[config.mk]
export PLATFORM = sky130hd
export DESIGN_NAME = event_stretcher
export DESIGN_NICKNAME = d
export VERILOG_FILES = /design/src/rtl/event_stretcher_pkg.sv /design/src/rtl/event_stretcher_sat_counter.sv /design/src/rtl/event_stretcher.sv
export SDC_FILE = /design/constraint.sdc
export NUM_CORES = 1
export LEC_CHECK = 0
export CAP_MARGIN = 20
export CORE_UTILIZATION = 63
export CTS_CLUSTER_SIZE = 10
export DETAILED_ROUTE_END_ITERATION = 12
export PLACE_DENSITY = 0.84
export SLEW_MARGIN = 20
export SYNTH_ARGS = -nofsm -noshare
export SYNTH_HDL_FRONTEND = slang
export SYNTH_SLANG_ARGS = --single-unit
[constraint.sdc]
create_clock -name clk -period 6.4 [get_ports clk]
set_input_delay 1.28 -clock clk [delete_from_list [all_inputs] [get_ports clk]]
set_output_delay 1.28 -clock clk [all_outputs]
set_load 0.01 [all_outputs]
[src/rtl/event_stretcher_pkg.sv]
// Shared definitions for the event stretcher.
//
// Holds the FSM state type and the default interval widths/lengths. The
// 15-bit interval matches the button debouncer, so both blocks use the same
// slow divided clock and produce human-scale timing from the same constants.

package event_stretcher_pkg;

    // Blink sequencer states.
    typedef enum logic [1:0] {
        StIdle = 2'd0,
        StOn   = 2'd1,
        StOff  = 2'd2
    } state_e;

    // Default interval counter width, shared with the debouncer.
    localparam int unsigned DefCntW      = 15;
    // Default LED high time and minimum low gap, in clk cycles.
    localparam int unsigned DefOnCycles  = 32768;
    localparam int unsigned DefOffCycles = 32768;
    // Default pending-queue counter width (depth 2^W-1).
    localparam int unsigned DefPendW     = 4;

    // Largest count representable by an unsigned counter of the given width.
    function automatic int unsigned sat_max(input int unsigned width);
        return (32'd1 << width) - 32'd1;
    endfunction

endpackage

[src/rtl/event_stretcher_sat_counter.sv]
// sat_counter: up/down counter that saturates at both ends.
//
// Used as the pending-event queue of the event stretcher, but has no
// knowledge of it. Simultaneous inc and dec cancel. An inc at the top or a
// dec at zero is ignored; the caller decides what that means.
//
// Ports:
//   clk    in   clock
//   reset  in   synchronous, active-high reset (count -> 0)
//   inc    in   request +1
//   dec    in   request -1
//   count  out  current count (registered)
//   sat    out  count is at its maximum, 2^W-1

module sat_counter
    import event_stretcher_pkg::*;
#(
    parameter int unsigned W = DefPendW
) (
    input  logic         clk,
    input  logic         reset,
    input  logic         inc,
    input  logic         dec,
    output logic [W-1:0] count,
    output logic         sat
);

    localparam logic [W-1:0] CountMax = W'(sat_max(W));

    logic [W-1:0] count_q;
    logic [W-1:0] count_d;

    always_comb begin
        count_d = count_q;
        if (inc && !dec && (count_q != CountMax)) begin
            count_d = count_q + W'(1);
        end else if (dec && !inc && (count_q != '0)) begin
            count_d = count_q - W'(1);
        end
    end

    always_ff @(posedge clk) begin
        if (reset) begin
            count_q <= '0;
        end else begin
            count_q <= count_d;
        end
    end

    assign count = count_q;
    assign sat   = (count_q == CountMax);

endmodule

[src/rtl/event_stretcher.sv]
// event_stretcher: turns short event pulses into clean, visible LED blinks.
//
// Every accepted event produces exactly ON_CYCLES of led_out high followed by
// exactly OFF_CYCLES of led_out low, so consecutive events remain visually
// separate. Events that arrive while a blink is running are queued in a
// saturating pending counter and served in order; when the queue is full an
// extra event is dropped and the sticky overflow flag is raised.
//
// Build option:
//   EVENT_EDGE_EN  when defined, only 0->1 transitions of event_in count as
//                  events (a held level gives one blink); adds one cycle of
//                  latency. When undefined, every high cycle is an event.
//
// Ports:
//   clk       in   system clock (slow divided clock)
//   reset     in   synchronous, active-high reset; aborts any blink
//   event_in  in   event request
//   led_out   out  stretched pulse to the LED (registered)
//   busy      out  high whenever a blink or its gap is in progress (registered)
//   pending   out  queued events, excluding the blink in progress
//   overflow  out  sticky: an event was dropped because the queue was full

module event_stretcher
    import event_stretcher_pkg::*;
#(
    parameter int unsigned CNT_W      = DefCntW,
    parameter int unsigned ON_CYCLES  = DefOnCycles,
    parameter int unsigned OFF_CYCLES = DefOffCycles,
    parameter int unsigned PEND_W     = DefPendW
) (
    input  logic              clk,
    input  logic              reset,
    input  logic              event_in,
    output logic              led_out,
    output logic              busy,
    output logic [PEND_W-1:0] pending,
    output logic              overflow
);

    // Intervals are loaded as length-1 and counted down to zero, so a length
    // of 2^CNT_W still fits in CNT_W bits.
    localparam logic [CNT_W-1:0] OnLoad  = CNT_W'(ON_CYCLES - 1);
    localparam logic [CNT_W-1:0] OffLoad = CNT_W'(OFF_CYCLES - 1);

    state_e             state_q;
    logic [CNT_W-1:0]   cnt_q;
    logic               led_q;
    logic               busy_q;
    logic               overflow_q;

    logic               ev;
    logic               at_zero;
    logic               pend_nz;
    logic               pend_sat;
    logic               can_start;
    logic               start;
    logic               pend_inc;
    logic               pend_dec;
    logic               drop;

    // ------------------------------------------------------------------
    // Event strobe
    // ------------------------------------------------------------------
`ifdef EVENT_EDGE_EN
    logic event_q;
    logic strobe_q;

    // The edge strobe is registered so the rest of the logic sees a clean
    // single-cycle pulse one cycle after the rising edge is sampled.
    always_ff @(posedge clk) begin
        if (reset) begin
            event_q  <= 1'b0;
            strobe_q <= 1'b0;
        end else begin
            event_q  <= event_in;
            strobe_q <= event_in & ~event_q;
        end
    end

    assign ev = strobe_q;
`else
    assign ev = event_in;
`endif

    // ------------------------------------------------------------------
    // Start / queue decisions
    // ------------------------------------------------------------------
    assign at_zero   = (cnt_q == '0);
    assign pend_nz   = (pending != '0);

    // A new blink may begin from IDLE, or on the last cycle of the OFF gap
    // so back-to-back blinks have no idle cycle between them.
    assign can_start = (state_q == StIdle) || ((state_q == StOff) && at_zero);
    assign start     = can_start && (ev || pend_nz);

    // Queued events are served first; a fresh event only bypasses the queue
    // when the queue is empty and a blink is starting right now.
    assign pend_dec  = start && pend_nz;
    assign pend_inc  = ev && !(start && !pend_nz);
    assign drop      = pend_inc && !pend_dec && pend_sat;

    sat_counter #(
        .W (PEND_W)
    ) u_pending (
        .clk   (clk),
        .reset (reset),
        .inc   (pend_inc),
        .dec   (pend_dec),
        .count (pending),
        .sat   (pend_sat)
    );

    // ------------------------------------------------------------------
    // Blink sequencer with interval counter and registered outputs
    // ------------------------------------------------------------------
    always_ff @(posedge clk) begin
        if (reset) begin
            state_q    <= StIdle;
            cnt_q      <= '0;
            led_q      <= 1'b0;
            busy_q     <= 1'b0;
            overflow_q <= 1'b0;
        end else begin
            if (drop) begin
                overflow_q <= 1'b1;
            end

            unique case (state_q)
                StIdle: begin
                    if (start) begin
                        state_q <= StOn;
                        cnt_q   <= OnLoad;
                        led_q   <= 1'b1;
                        busy_q  <= 1'b1;
                    end
                end

                StOn: begin
                    if (at_zero) begin
                        state_q <= StOff;
                        cnt_q   <= OffLoad;
                        led_q   <= 1'b0;
                    end else begin
                        cnt_q   <= cnt_q - CNT_W'(1);
                    end
                end

                StOff: begin
                    if (at_zero) begin
                        if (start) begin
                            state_q <= StOn;
                            cnt_q   <= OnLoad;
                            led_q   <= 1'b1;
                        end else begin
                            state_q <= StIdle;
                            busy_q  <= 1'b0;
                        end
                    end else begin
                        cnt_q <= cnt_q - CNT_W'(1);
                    end
                end

                default: begin
                    state_q <= StIdle;
                    cnt_q   <= '0;
                    led_q   <= 1'b0;
                    busy_q  <= 1'b0;
                end
            endcase
        end
    end

    assign led_out  = led_q;
    assign busy     = busy_q;
    assign overflow = overflow_q;

endmodule

==> metrics.md <==
| Metric | Value |
|---|---|
| Final setup viols | 0 |
| Core box area | ~0.0023 mm^2 |
| Via/cell ratio | between 6 and 7 |
| Combinational family with the most area after synthesis | compound AO/OA/AOI/OAI gates |
| Met2 routed wirelength | 1920 um |
| Share of the synthesized area in the top cell type | between 30 and 40% |
| CTS tree | done |
| Ranking of synthesized cells by area | dfxtp_1, a21oi_1, o21ai_0 |
| Met3 wirelength from detailed routing | about 320 um |
| Post-synthesis mux area share | under 10% |
| Hold buffers post-CTS | 0 |
| Cell count of the worst reg-to-reg path | 11 |
| Final slew viol count | 0 |
| Yosys top cell by area | dfxtp_1 |
| Largest net degree at the start of global routing | 26 |
| CP Max Fanout | 7 |
| Reg-to-reg slack, setup | 3.03 ns |
| Initial Util | a little over two thirds |
| Crit end category | register |
| # diodes | 0 |
| DRT met1 WL | around 1900 um |
| Critical hold path startpoint | led_out |
| Required @ worst endpoint | between 6 and 7 ns |
| CTS Buf Count | 3 |
| Postcts setup bufs | 0 |
| Post-synthesis compound-gate area fraction | 28.4% |
| I/O Buffers | 9 |
| DRC Markers | 0 |
| Clock skew | approximately 0.006 ns |
| Worst path top cell family by delay | buffers and inverters |
| Syn_nets | ~210 |
| Data arrival, critical path | 3.71 ns |
| WL final | ~4200 um |
| Min-delay worst type | reg -> reg |
| Normalized max-slew margin | 37.7% |
| Worst slew pin tran | between 0.9 and 1 ns |
| Max rail drop VDD | roughly 0.00035 V |
| Place WS | around 2.6 ns |
| Post-route minimum period | ~3.5 ns |
| Vias in the first global route | approximately 1500 |
| H-tree lvl count | 1 |
| RD Place Congestion | about 0.95 |
| Drt first-iter violations | 80 |
| Drt pass-1 iters | 6 |
| Max cap viols | 0 |
| CTS Sinks | 24 |
| FMAX | 287 MHz |
| Final setup TNS | 0 ns |
| Clk buf depth | 2 |
| Post-synthesis sequential area ratio | 30.1% |
| Cell area after synthesis | 0.00160 mm^2 |
| Root cell of the clock tree | clkbuf_4 |
| Max stage delay cell, worst path | clkdlybuf4s50_1 |
| Cell variety after synth | between 50 and 60 |
| Xor-xnor portion of the synthesized cell area | about 2.2% |
| DR top layer | met4 |
| Worst path depth | 9 |
| WL/cell | 18.1 um |
| Worst setup margin | 2.91 ns |
| Via count | between 1500 and 2000 |
| Critical path buffer and inverter count | 2 |
| RSZ-0062 raised after global routing | false |
| Gate Count Post-Synth | a little over 200 |
| Post-synth EDFFs | 0 |
| Critical path launch point type | input pin |
| Row count | 17 |
| Synth Area in Simple Gates | between 20% and 30% |
| Antenna violations before repair | 0 |
| Most used DFF post-synth | dfxtp_1 |
| GRT Total Usage | between 30% and 40% |
| CP peak stage delay | roughly 0.58 ns |
| Final Power | ~0.76 mW |
| PwrDens | approximately 440 mW/mm^2 |
| Critical path class | in -> reg |
| Synthesized area per cell | 7.82 um^2 |
| Die Height | ~52 um |
| Adder-Cell Fraction of Synth Area | under 10% |
| CP cell instances | clkdlybuf4s50_1 -> nand3_1 -> o21ai_1 -> inv_1 -> ha_1 -> a21o_1 -> a21oi_1 -> mux2i_1 -> mux2_1 |
| Area grow syn2layout | 8.24% |
| Post-cts gate resize count | 0 |
| Yosys reg bits | 24 |
| Crit share post-route | about 54% |
| Yosys warns | 0 |
| First-pass GRT wire length | roughly 6800 um |
| Hold Path Depth | 2 |
| # IOs | 10 |
| Worst hold endpoint | led_out |
| Async set-or-reset flop fraction in the synthesized netlist | 0% |
| Nets | 215 |
| Final Hold Viols | 0 |
| Design area | 0.00173 mm^2 |
| Share of cells above drive strength 1 | roughly 4.8% |
| Reg clk slew, reported paths | 0.14 ns |
| FF-to-FF Start | cnt_q[0] |
| Detailed Place HPWL | 2830 um |
| Placed inst area | between 0.0015 and 0.002 mm^2 |
| Antenna Nets Post-Route | 0 |
| Die Wd | roughly 52 um |
| Worst R2R End | u_pending.count[3] |
| Clock Latency Late Sink | approximately 0.32 ns |
| P_leak | 0.622 nW |
| Global route total overflow | 0 |
| Status | complete, no violations |
| Die Area | about 0.0027 mm^2 |
## logic make-up after synthesis
kind of cell / count (synthesis)
AOI/OAI and AO/OA: 69
DFF: 24
and+or+nand+nor: 81
buffers and inverters: 18
xor gates and xnor gates: 4
adders and majority gates: 5
muxes: 3
## final cells by class
type | instances | area (um^2)
fill | 178 | 571
sequential | 24 | 480
multi-input combinational | 162 | 1040
clock buffer | 3 | 22.5
inverter | 8 | 30.0
tap | 28 | 35.0
timing repair buffer | 9 | 90.1
clock inverter | 1 | 30.0
## layer usage
layer | vias to the layer above | global-route usage [%]
li1 | 781 | -
met1 | 759 | 46.8
met2 | 78 | 50.0
met3 | 11 | 7.25
met4 | 0 | 18.9
met5 | - | 0
## cell usage after synthesis, types with 2 or more instances
cell	instances
dfxtp_1	24
a21oi_1	21
nor2_1	18
nand2_1	17
o21ai_0	16
nand3_1	9
nor3_1	9
clkbuf_1	8
inv_1	8
o31ai_1	4
a211oi_1	3
a31oi_1	3
and3_1	3
ha_1	3
nand2b_1	3
nor2b_1	3
nor4_1	3
o211ai_1	3
or3_1	3
xnor2_1	3
a21o_1	2
a221oi_1	2
and4_1	2
mux2i_1	2
nor3b_1	2
o21ai_1	2
o41ai_1	2
## where the power goes
| part | leakage (nW) | switching, mW | total (mW) | internal (mW) |
|---|---|---|---|---|
| Sequential | 0.200 | 0.0865 | 0.288 | 0.202 |
| Clock | 0.0279 | 0.0489 | 0.112 | 0.0634 |
| Combinational | 0.394 | 0.199 | 0.361 | 0.162 |
## layout by cell type (no fill, tap or decap), drive strengths merged, types with 2 or more instances in the layout
cell type,Yosys,routed
o41ai,2,2
dfxtp,24,24
a211oi,3,3
nor2b,3,3
a31oi,3,3
clkdlybuf4s50,0,9
ha,3,3
o211ai,3,3
or3,3,3
nand3,9,9
a21oi,21,21
and4,2,2
nand4,2,2
a221oi,2,2
mux2i,2,2
nor3,9,9
nor3b,3,3
inv,8,8
clkbuf,8,3
nand2,17,17
o21ai,18,18
a21o,2,2
xnor2,3,3
nand2b,3,3
nor2,18,18
nor4,5,5
o31ai,4,4
and3,3,3
## how the worst max path moves through the flow
stage          slack, ns            endpoint      from
2_1_floorplan       3.38  u_pending.count[3]  event_in
3_3_place_gp        2.69  u_pending.count[3]  event_in
4_1_cts             2.93  u_pending.count[3]  event_in
3_5_place_dp        2.58  u_pending.count[3]  event_in
6_report            2.91  u_pending.count[3]  event_in
5_1_grt             2.77  u_pending.count[3]  event_in
## through the flow
stage               std cells  util, %  hold WS [ns]
floorplan                 204        -         0.468
global placement          231     72.9         0.445
detailed placement        231     72.9         0.451
CTS                       235     75.2         0.474
global route              235     75.2         0.489
finish                    235     75.2         0.473
## state kept, by name (all words and copies together) (netlist names)
signal           flops
u_pending.count      4
overflow             1
led_out              1
state_q              2
busy                 1
cnt_q               15
## worst reg2reg max path, stage by stage (launching register included)
cell,delay (ns)
dfxtp_1,0.37
inv_1,0.09
ha_1,0.21
nor3b_2,0.53
and4_1,0.54
o21ai_1,0.25
inv_1,0.16
ha_1,0.24
a21o_1,0.18
a21oi_1,0.17
mux2i_1,0.21
mux2_1,0.34
Note: power is estimated with default switching activity, not from simulation.
